$ cat src/rtl/msx_ram_mapper_gen.sv
// msx_ram_mapper_gen
//   Parametrised MSX memory mapper. Four page segment registers are written
//   through I/O ports IO_BASE..IO_BASE+3. For SEG_BITS > 8 an extension port
//   (EXT_PORT) supplies the upper segment bits. A clear engine fills all
//   installed RAM with CLEAR_VALUE through a req/ack write interface.
// Ports
//   clk, reset                    clock, async active-high reset
//   cpu_iorq/m1/wr/rd             Z80 bus control (active high)
//   cpu_addr, cpu_dout            CPU address and write data
//   en                            read-back enable
//   ram_block_count               installed 16 KB blocks (power of two or 0)
//   mapper_dout                   read-back data (FF when not selected)
//   mapper_addr                   physical RAM address for cpu_addr
//   clr_start                     start clearing installed RAM
//   clr_busy, clr_done            engine active / one-cycle completion pulse
//   clr_req, clr_ack              write handshake to the RAM arbiter
//   clr_addr, clr_data            clear write address and data
module msx_ram_mapper_gen #(
   parameter int         SEG_BITS    = 8,
   parameter logic [7:0] IO_BASE     = 8'hFC,
   parameter logic [7:0] EXT_PORT    = 8'hF7,
   parameter int         RB_MODE     = 0,
   parameter logic [7:0] CLEAR_VALUE = 8'h00
) (
   input  logic                   clk,
   input  logic                   reset,
   input  logic                   cpu_iorq,
   input  logic                   cpu_m1,
   input  logic                   cpu_wr,
   input  logic                   cpu_rd,
   input  logic [15:0]            cpu_addr,
   input  logic [7:0]             cpu_dout,
   input  logic                   en,
   input  logic [SEG_BITS:0]      ram_block_count,
   output logic [7:0]             mapper_dout,
   output logic [SEG_BITS+13:0]   mapper_addr,
   input  logic                   clr_start,
   output logic                   clr_busy,
   output logic                   clr_done,
   output logic                   clr_req,
   input  logic                   clr_ack,
   output logic [SEG_BITS+13:0]   clr_addr,
   output logic [7:0]             clr_data
);

   localparam int AW = SEG_BITS + 14;

   typedef enum logic [1:0] {CLR_IDLE, CLR_REQ, CLR_DONE} clr_state_t;

   logic [SEG_BITS-1:0] seg [4];
   logic [SEG_BITS-1:0] mask;
   logic [SEG_BITS-1:0] wval;
   logic [SEG_BITS-1:0] rd_seg;
   logic                cnt_nz;
   logic                mpr_rq;
   logic                ext_rq;
   logic                wr_strobe;
   logic                wr_prev;
   logic                commit;
   clr_state_t          clr_state;
   logic [AW-1:0]       clr_last;

   assign cnt_nz    = |ram_block_count;
   assign mask      = cnt_nz ? SEG_BITS'(ram_block_count - 1'b1) : '0;
   assign mpr_rq    = cpu_iorq & ~cpu_m1 & (cpu_addr[7:2] == IO_BASE[7:2]);
   assign wr_strobe = (mpr_rq | ext_rq) & cpu_wr;
   // wr_prev resets high so a strobe already active at reset release never commits
   assign commit    = wr_strobe & ~wr_prev;

   generate
      if (SEG_BITS > 8) begin : g_ext
         logic [SEG_BITS-9:0] ext_hi;
         assign ext_rq = cpu_iorq & ~cpu_m1 & (cpu_addr[7:0] == EXT_PORT);
         assign wval   = {ext_hi, cpu_dout};
         always_ff @(posedge clk or posedge reset) begin
            if (reset)
               ext_hi <= '0;
            else if (commit & ext_rq)
               ext_hi <= cpu_dout[SEG_BITS-9:0];
         end
      end else begin : g_noext
         assign ext_rq = 1'b0;
         assign wval   = cpu_dout;
      end
   endgenerate

   always_ff @(posedge clk or posedge reset) begin
      if (reset) begin
         for (int unsigned i = 0; i < 4; i++)
            seg[i] <= '0;
         wr_prev <= 1'b1;
      end else begin
         wr_prev <= wr_strobe;
         if (commit & mpr_rq)
            seg[cpu_addr[1:0]] <= wval;
      end
   end

   assign mapper_addr = {seg[cpu_addr[15:14]] & mask, cpu_addr[13:0]};
   assign rd_seg      = seg[cpu_addr[1:0]];

   always_comb begin
      mapper_dout = 8'hFF;
      if (mpr_rq & cpu_rd & en & cnt_nz) begin
         case (RB_MODE)
            0:       mapper_dout = rd_seg[7:0] | ~mask[7:0];
            1:       mapper_dout = rd_seg[7:0];
            default: mapper_dout = 8'hFF;
         endcase
      end
   end

   assign clr_data = CLEAR_VALUE;

   // Last address = count*16K-1; for a power-of-two count this is {mask, 14'h3FFF}
   always_ff @(posedge clk or posedge reset) begin
      if (reset) begin
         clr_state <= CLR_IDLE;
         clr_busy  <= 1'b0;
         clr_req   <= 1'b0;
         clr_done  <= 1'b0;
         clr_addr  <= '0;
         clr_last  <= '0;
      end else begin
         clr_done <= 1'b0;
         case (clr_state)
            CLR_IDLE: begin
               if (clr_start) begin
                  if (cnt_nz) begin
                     clr_last  <= {mask, 14'h3FFF};
                     clr_addr  <= '0;
                     clr_busy  <= 1'b1;
                     clr_req   <= 1'b1;
                     clr_state <= CLR_REQ;
                  end else begin
                     clr_done <= 1'b1;
                  end
               end
            end
            CLR_REQ: begin
               if (clr_ack) begin
                  if (clr_addr == clr_last) begin
                     clr_req   <= 1'b0;
                     clr_busy  <= 1'b0;
                     clr_done  <= 1'b1;
                     clr_state <= CLR_DONE;
                  end else begin
                     clr_addr <= clr_addr + AW'(1);
                  end
               end
            end
            CLR_DONE: clr_state <= CLR_IDLE;
            default:  clr_state <= CLR_IDLE;
         endcase
      end
   end

endmodule

$ cat config.mk
export PLATFORM = sky130hd
export DESIGN_NAME = msx_ram_mapper_gen
export DESIGN_NICKNAME = d
export VERILOG_FILES = /design/src/rtl/msx_ram_mapper_gen.sv
export SDC_FILE = /design/constraint.sdc
export NUM_CORES = 1
export LEC_CHECK = 0
export ABC_AREA = 1
export ABC_CLOCK_PERIOD_IN_PS = 2300
export BUFFER_PORTS_ARGS = -buffer_cell sky130_fd_sc_hd__buf_2
export CAP_MARGIN = 20
export CORE_MARGIN = 2
export CORE_UTILIZATION = 40
export DETAILED_ROUTE_END_ITERATION = 6
export RECOVER_POWER = 25
export SLEW_MARGIN = 10
export SYNTH_ARGS = -nofsm -noshare
export SYNTH_HDL_FRONTEND = slang
export SYNTH_SLANG_ARGS = --single-unit
$ cat constraint.sdc
create_clock -name clk -period 2.3 [get_ports clk]
set_clock_uncertainty 0.2 [all_clocks]
set_input_delay 0 -clock clk [delete_from_list [all_inputs] [get_ports clk]]
set_output_delay 0 -clock clk [all_outputs]
set_load 0.01 [all_outputs]
Word level (Yosys, flattened, before mapping) --
Cells that the tools add are included.
Storage, ports and cells: register bits after elaboration 81, logic and storage cells 77
Cells by class: add/subtract/negate cells 2, $lt $le $gt $ge 3, equality and inequality tests 8, muxes and demuxes 31, bitwise gates (word level) 15, reductions and logical operators 8
Operator list (number):
- $mux 22 | 4
- $mux 8 | 7
- $pmux 22 s2 | 1
- $bmux 8 s2 | 2
- $bwmux 32 | 1
- $add 22x1->22 const B | 1
- $eq 22x22->1 | 1
- $demux 8 s2 | 1
- $ne 2x2->1 const B | 5
- $reduce_and 5->1 | 2
- $reduce_or 9->1 | 1
- $and 1x1->1 | 8
- $and 8x8->8 | 1
- $mux 1 | 8
- $mux 2 | 4
- $not 8->8 | 1
- $or 8x8->8 | 1
- $sub 8x1->8 const B | 1
- $eq 6x6->1 const B | 1
- $ge 3x3->1 const B | 2
- $not 2->3 | 2
- $pmux 1 s2 | 2
- $pmux 2 s2 | 1
- $reduce_and 4->1 | 1
- other kinds (7) | 8

Depth between registers and ports, before layout --
Gate-level depths: netlist of the first run.
depth in word-level cells 7, gate-level depth with buffers 13

Least setup slack after synthesis of the first run --
OpenSTA, ideal clock, no wires.
path type register -> register, from reg clr_addr[1], to reg clr_addr[16], arrival 1554 ps, required time 1983 ps, slack 429 ps, stages on the path, launching flop included 11, path buffers 0, path through dfrtp_1 > ha_1 > inv_1 > nor2_1 > nand2_1 > nor2_1 > nand2_1 > nand2_1 > nor2_1 > nand3_1 > nand2_1
On the way: word-level cells in the longest chain between the ends 4, elaborated cells on any way between the ends 7
Ends and longest elaborated chain:
- start: declaration | line 42 | output logic [SEG_BITS+13:0] clr_addr,
- start signal: assignment | line 148 | clr_addr <= clr_addr + AW'(1);
- $add 22x1->22 | line 148
- $mux 22 | line 142 | if (clr_addr == clr_last) begin
- $mux 22 | line 141 | if (clr_ack) begin
- $pmux 22 s2 | line 126 | case (clr_state)
Parallel ways exist; a longest one is shown, timed or not. The select of a mux whose other input is x is not followed. A chain may end at the register's enable or synchronous reset.

Worst setup path in the final report of the first run --
from in ram_block_count[7], to reg clr_last[20]
On the way: word-level cells in the longest chain between the ends 2, elaborated cells on any way between the ends 3
Ends and longest elaborated chain:
- start: declaration | line 34 | input logic [SEG_BITS:0] ram_block_count,
- $reduce_or 9->1 (*) | line 63 | assign cnt_nz = |ram_block_count;
- $reduce_and 3->1 (no source line) / $mux 8 (equally long branches)
- end signal: assignment | line 130 | clr_last <= {mask, 14'h3FFF};
- end: declaration | line 61 | logic [AW-1:0] clr_last;
Every way passes the cells marked *; elsewhere a longest branch is shown, timed or not.

==> metrics, run 1 <==
die area=0.0119 mm2; Num CTS Buffers=9; CTS sink count=68; synth top area cells=dfrtp_1 38%, nand2_1 21%, nor2_1 8.8%, inv_1 4.7%, nand3_1 4.5%; CP Buf/Inv Count=4; largest net degree at the start of global routing=42; outcome=completed; VDD IR max=0.000301 V; Tcrit/Tclk final=94.1%; IO Pins=105; GR Util met2=39.0%; area leader, netlist=dfrtp_1; Hold WS=0.0243 ns; Via-to-Cell Ratio=4.96; area grow syn2layout=23.7%; n_diodes=0; Place WS=0.276 ns; non-filler cells, final=918; Flop pwr share=48.0%; Worst setup SP type=input port; Min-Delay Path Class=in2out; combinational share of power=17.5%; GR Layer Usage met3=3.41%; critical path class=in2reg; Sw Share=29.8%; clk buf depth=2; most frequent cells in the layout=241 x nand2_1, 102 x nor2_1, 72 x buf_2; Total Routing Usage GR=22.8%; register area share after synthesis=38.7%; CTS tree=yes; core area=0.0108 mm2; f_max=462 MHz; fill count=1,102; YS warnings=0; Crit path max-delay family=buffers and inverters; worst-path fanout max=14; element type at the critical path end=flip-flop; PwrDens=504 mW/mm2; Final setup viols=0; H-tree lvl count=3; Post-DP HPWL=9120 um; Worst Path Arrival=2.19 ns; RSZ-0062 raised after global routing=no; Die H=109 um; GP Congestion=0.943; register-to-register setup slack=0.16 ns; count of final max-slew check failures=0; fraction of layout cells with a size suffix above 1=16.3%; GRT busiest layer=met2; Worst-Margin Slew=1.17 ns; switching power total=819 uW; met1 GRT Util=29.6%; commonest non-fill, non-tap cell in the layout=nand2_1; Max Cap Viol=0; later-pin clock latency in the skew report=0.35 ns; IO Port Bufs=84; Most common cell on crit path=dlygate4sd3_1; Final ANT Viol Nets=0; Pleak=0.00282 uW; final setup margin=0.137 ns; Clock Power Share=34.5%; first-pass GRT wire length=21,000 um; Syn Inst Count=659; synth unique cells=34; Pre-antenna DRT Iters=4; #FFs+latches synth=68; synthesized area=0.00440 mm2; Die W=109 um; CP peak stage delay=0.57 ns; initial antenna violation count=0; Root Driver=clkbuf_8; per-cell routed wire length=14.1 um; DRT iter0 DRCs=228; vias in the first global route=4,333; global route total overflow=0; internal power consumption=1930 uW; utilization of the core after routing=50.5%; clock transition at the registers of the reported paths=0.08 ns; min cycle time layout=2.16 ns; cell row count=38; WL final=12,900 um; Initial Util=40.8%; slowest stage cell on the critical path=dlygate4sd3_1; Vias=4,550; Fin. Hold Viols=0; CP Cell Sequence=dlygate4sd3_1 > buf_2 > nor3_1 > nand2_2 > nand3_2 > buf_6 > o31ai_1 > dlygate4sd3_1; post-synth top area share=38.1%; syn avg cell area=6.68 um2; setup_tns=0 ns; fin nets=817; Post-route DRC=0; DP Cell Count=865; Slew headroom=21.6%; required time worst endpoint=2.33 ns
per-layer routing:
layer | up-vias | part of all wire, %
met2 | 150 | 50
met1 | 2110 | 43
met4 | 0 | 0.90
met3 | 9 | 6.2
li1 | 2281 | -
met5 | - | 0
cell usage after synthesis, drive strengths merged:
cell type	n
nand2	243
nor2	107
dfrtp	67
inv	55
nand3	42
buf	34
o21ai	30
nand4	15
a22oi	10
xor2	10
a21oi	9
clkbuf	6
xnor2	6
a211oi	4
nor3	3
o21bai	3
ha	2
nand3b	2
or2	2
a21boi	1
a22o	1
and2	1
conb	1
dfstp	1
o211ai	1
o22ai	1
o31ai	1
or3	1
what timing repair did:
| item | CTS | global route |
|---|---|---|
| setup endpoints to repair | 0 | 13 |
| hold buffers | 34 | 0 |
| resized for setup | 0 | 14 |
| buffers inserted | 0 | 3 |
| hold endpoints to repair | 80 | 0 |
sequential cells by signal, indices dropped and copies added, names as in the netlist:
register / flops
clr_req: 1
clr_addr: 22
seg: 32
clr_last: 9
wr_prev: 1
clr_state: 2
clr_done: 1
through the flow:
stage,total power [uW],cell area [um2]
after floorplan,1620,4430
after global placement,1770,4890
after detailed placement,1770,4890
after CTS,2780,5410
after global routing,2910,5450
final,2750,5450
final timing paths:
path                                                from                       end  cells past startpoint
worst min-delay path                         cpu_addr[2]            mapper_addr[2]                      2
worst max-delay path                  ram_block_count[7]  clr_last[20]$_DFFE_PP0P_                      8
max in group asynchronous                          reset  clr_addr[17]$_DFFE_PP0P_                      4
worst max register to register  clr_addr[16]$_DFFE_PP0P_        clr_done$_DFF_PP0_                      7
min in group asynchronous                          reset        seg[7]$_DFFE_PP0P_                      3
worst min register to register       seg[19]$_DFFE_PP0P_       seg[19]$_DFFE_PP0P_                      2
power by group through the flow:
stage                     clock network [uW]  logic (uW)  registers [uW]
after floorplan                            0         284            1340
after global placement                     0         432            1330
after detailed placement                   0         436            1340
after CTS                                982         482            1320
after global routing                    1030         551            1330
final                                    949         480            1320
area by class of cell:
| cell class | instances | area, um2 | share of cell area, % |
|---|---|---|---|
| Tap cell | 140 | 175 | 3.22 |
| Sequential cell | 68 | 1710 | 31.5 |
| Clock inverter | 2 | 10.0 | 0.184 |
| Inverter | 55 | 210 | 3.86 |
| Clock buffer | 14 | 173 | 3.17 |
| Timing Repair Buffer | 136 | 897 | 16.5 |
| Multi-Input combinational cell | 503 | 2270 | 41.6 |
cells by family (layout without fill, tap and decap cells):
group,Yosys count,after routing,share of synthesized area (%)
xor+xnor,16,16,3.18
flops,68,68,38.7
compound gates,61,61,8.19
fa+ha+maj,2,2,0.568
buf+inv,95,207,10.7
other cells,1,8,0.0852
simple gates,416,416,38.6
No activity file was read; power rests on OpenSTA's default activity.
==> run 2, diff against run 1 <==
--- a/config.mk
+++ b/config.mk
@@ -8,3 +8,3 @@
 export ABC_AREA = 1
-export ABC_CLOCK_PERIOD_IN_PS = 2300
+export ABC_CLOCK_PERIOD_IN_PS = 2070
 export BUFFER_PORTS_ARGS = -buffer_cell sky130_fd_sc_hd__buf_2
@@ -13,2 +13,3 @@
 export CORE_UTILIZATION = 40
+export CTS_CLUSTER_SIZE = 8
 export DETAILED_ROUTE_END_ITERATION = 6
==> constraint.sdc (replaced) <==
create_clock -name clk -period 2.07 [get_ports clk]
set_clock_uncertainty 0.2 [all_clocks]
set_input_delay 0.3105 -clock clk [delete_from_list [all_inputs] [get_ports clk]]
set_output_delay 0.3105 -clock clk [all_outputs]
set_load 0.01 [all_outputs]
==> metrics, run 2 (same netlist as run 1, synthesis figures left out) <==
outcome=completed; IO Port Bufs=84; initial antenna violation count=0; worst r2r src=clr_addr[3]$_DFFE_PP0P_; final setup margin=0.0843 ns; required time worst endpoint=1.56 ns; n_diodes=0; per-cell routed wire length=13.9 um; Pleak=0.00294 uW; Fin. Hold Viols=0; WL final=12,900 um; area grow syn2layout=26.2%; Via-to-Cell Ratio=4.96; f_max=504 MHz; most frequent cells in the layout=240 x nand2_1, 100 x nor2_1, 75 x buf_2; element type at the critical path end=primary output; largest net degree at the start of global routing=36; Max Cap Viol=0; H-tree lvl count=3; Die W=109 um; R2R Path End=clr_addr[15]$_DFFE_PP0P_; commonest non-fill, non-tap cell in the layout=nand2_1; Critical Path End=mapper_addr[15]; Num CTS Buffers=9; Slew headroom=35.3%; count of final max-slew check failures=0; non-filler cells, final=928; Final ANT Viol Nets=0; Hold WS=0.0384 ns; Die H=109 um; later-pin clock latency in the skew report=0.36 ns; CTS tree=yes; worst-path fanout max=10; Place WS=-0.0932 ns; fin nets=827; Initial Util=40.8%; Min-Delay Path Class=in2reg; clock transition at the registers of the reported paths=0.07 ns; Worst setup SP type=input port; clk buf depth=2; die area=0.0119 mm2; Setup crit start=cpu_addr[15]; IO Pins=105; Post-route DRC=0; Worst-Margin Slew=0.965 ns; Post-DP HPWL=9690 um; GP Congestion=0.922; setup_tns=0 ns; R2R cell count=10; first-pass GRT wire length=21,400 um; cell row count=38; critical path class=in2out; VDD IR max=0.000321 V; vias in the first global route=4,505; Root Driver=clkbuf_8; fraction of layout cells with a size suffix above 1=21.4%; min cycle time layout=1.99 ns; CTS sink count=68; PwrDens=563 mW/mm2; Tcrit/Tclk final=95.9%; global route total overflow=0; Worst Path Arrival=1.48 ns; Final setup viols=0; Reg with most FFs=seg; DP Cell Count=897; Vias=4,606; DRT iter0 DRCs=252; core area=0.0108 mm2; biggest regs=seg (32), clr_addr (22), clr_last (9); Total Routing Usage GR=23.3%; register-to-register setup slack=0.18 ns; Pre-antenna DRT Iters=4; max FFs per register=32
run 2: worst min-delay path by stage:
stage / from / end / slack, ns / cells past startpoint
6_report: clr_start / clr_done$_DFF_PP0_ / 0.04 / 3
5_1_grt: clr_start / clr_done$_DFF_PP0_ / 0.07 / 3
4_1_cts: clr_start / clr_done$_DFF_PP0_ / 0.03 / 3
3_5_place_dp: reset / clr_addr[21]$_DFFE_PP0P_ / 0.17 / 2
3_3_place_gp: reset / clr_addr[21]$_DFFE_PP0P_ / 0.15 / 2
2_1_floorplan: cpu_wr / wr_prev$_DFF_PP1_ / 0.21 / 2
run 2: metrics by stage:
step	power, uW	util (%)	area, um2
after CTS	3150	50.8	5490
after global routing	3310	51.5	5550
final	3130	51.5	5550
after global placement	2010	47.8	5150
after detailed placement	2030	47.8	5150
after floorplan	1800	-	4430
run 2: routing by layer:
metal,global-route usage [%],vias up,routed length [um]
met3,3.77,21,810
met5,0,-,0
met1,28.6,2125,5470
li1,-,2296,-
met4,8.97,0,211
met2,40.6,164,6440
run 2: layout make-up:
| cell class | instances | area, um2 |
|---|---|---|
| Sequential cell | 68 | 1710 |
| Clock inverter | 7 | 67.6 |
| Multi-Input combinational cell | 503 | 2310 |
| Timing Repair Buffer | 146 | 957 |
| Tap cell | 140 | 175 |
| Clock buffer | 9 | 124 |
| Fill cell | 1129 | 5240 |
| Inverter | 55 | 210 |
run 2: what timing repair did:
| action | CTS | global route |
|---|---|---|
| gates resized for setup | 9 | 15 |
| hold endpoints to repair | 36 | 0 |
| hold buffers | 10 | 0 |
| buffers inserted | 2 | 3 |
| endpoints found under the setup margin | 8 | 32 |
| pin swaps | 6 | 11 |
run 2: worst max-delay path: stages:
cell      delay (ns)
buf_2           0.22
inv_1           0.19
nor2_1          0.14
o21ai_0         0.09
a211oi_1        0.33
buf_2           0.20
run 2: where the power goes:
part	total, uW	internal, uW	leakage [uW]	switching, uW
clock network	1100	549	0.0000910	548
logic	582	251	0.00196	331
registers	1450	1380	0.000895	70.0
total	3130	2180	0.00294	949
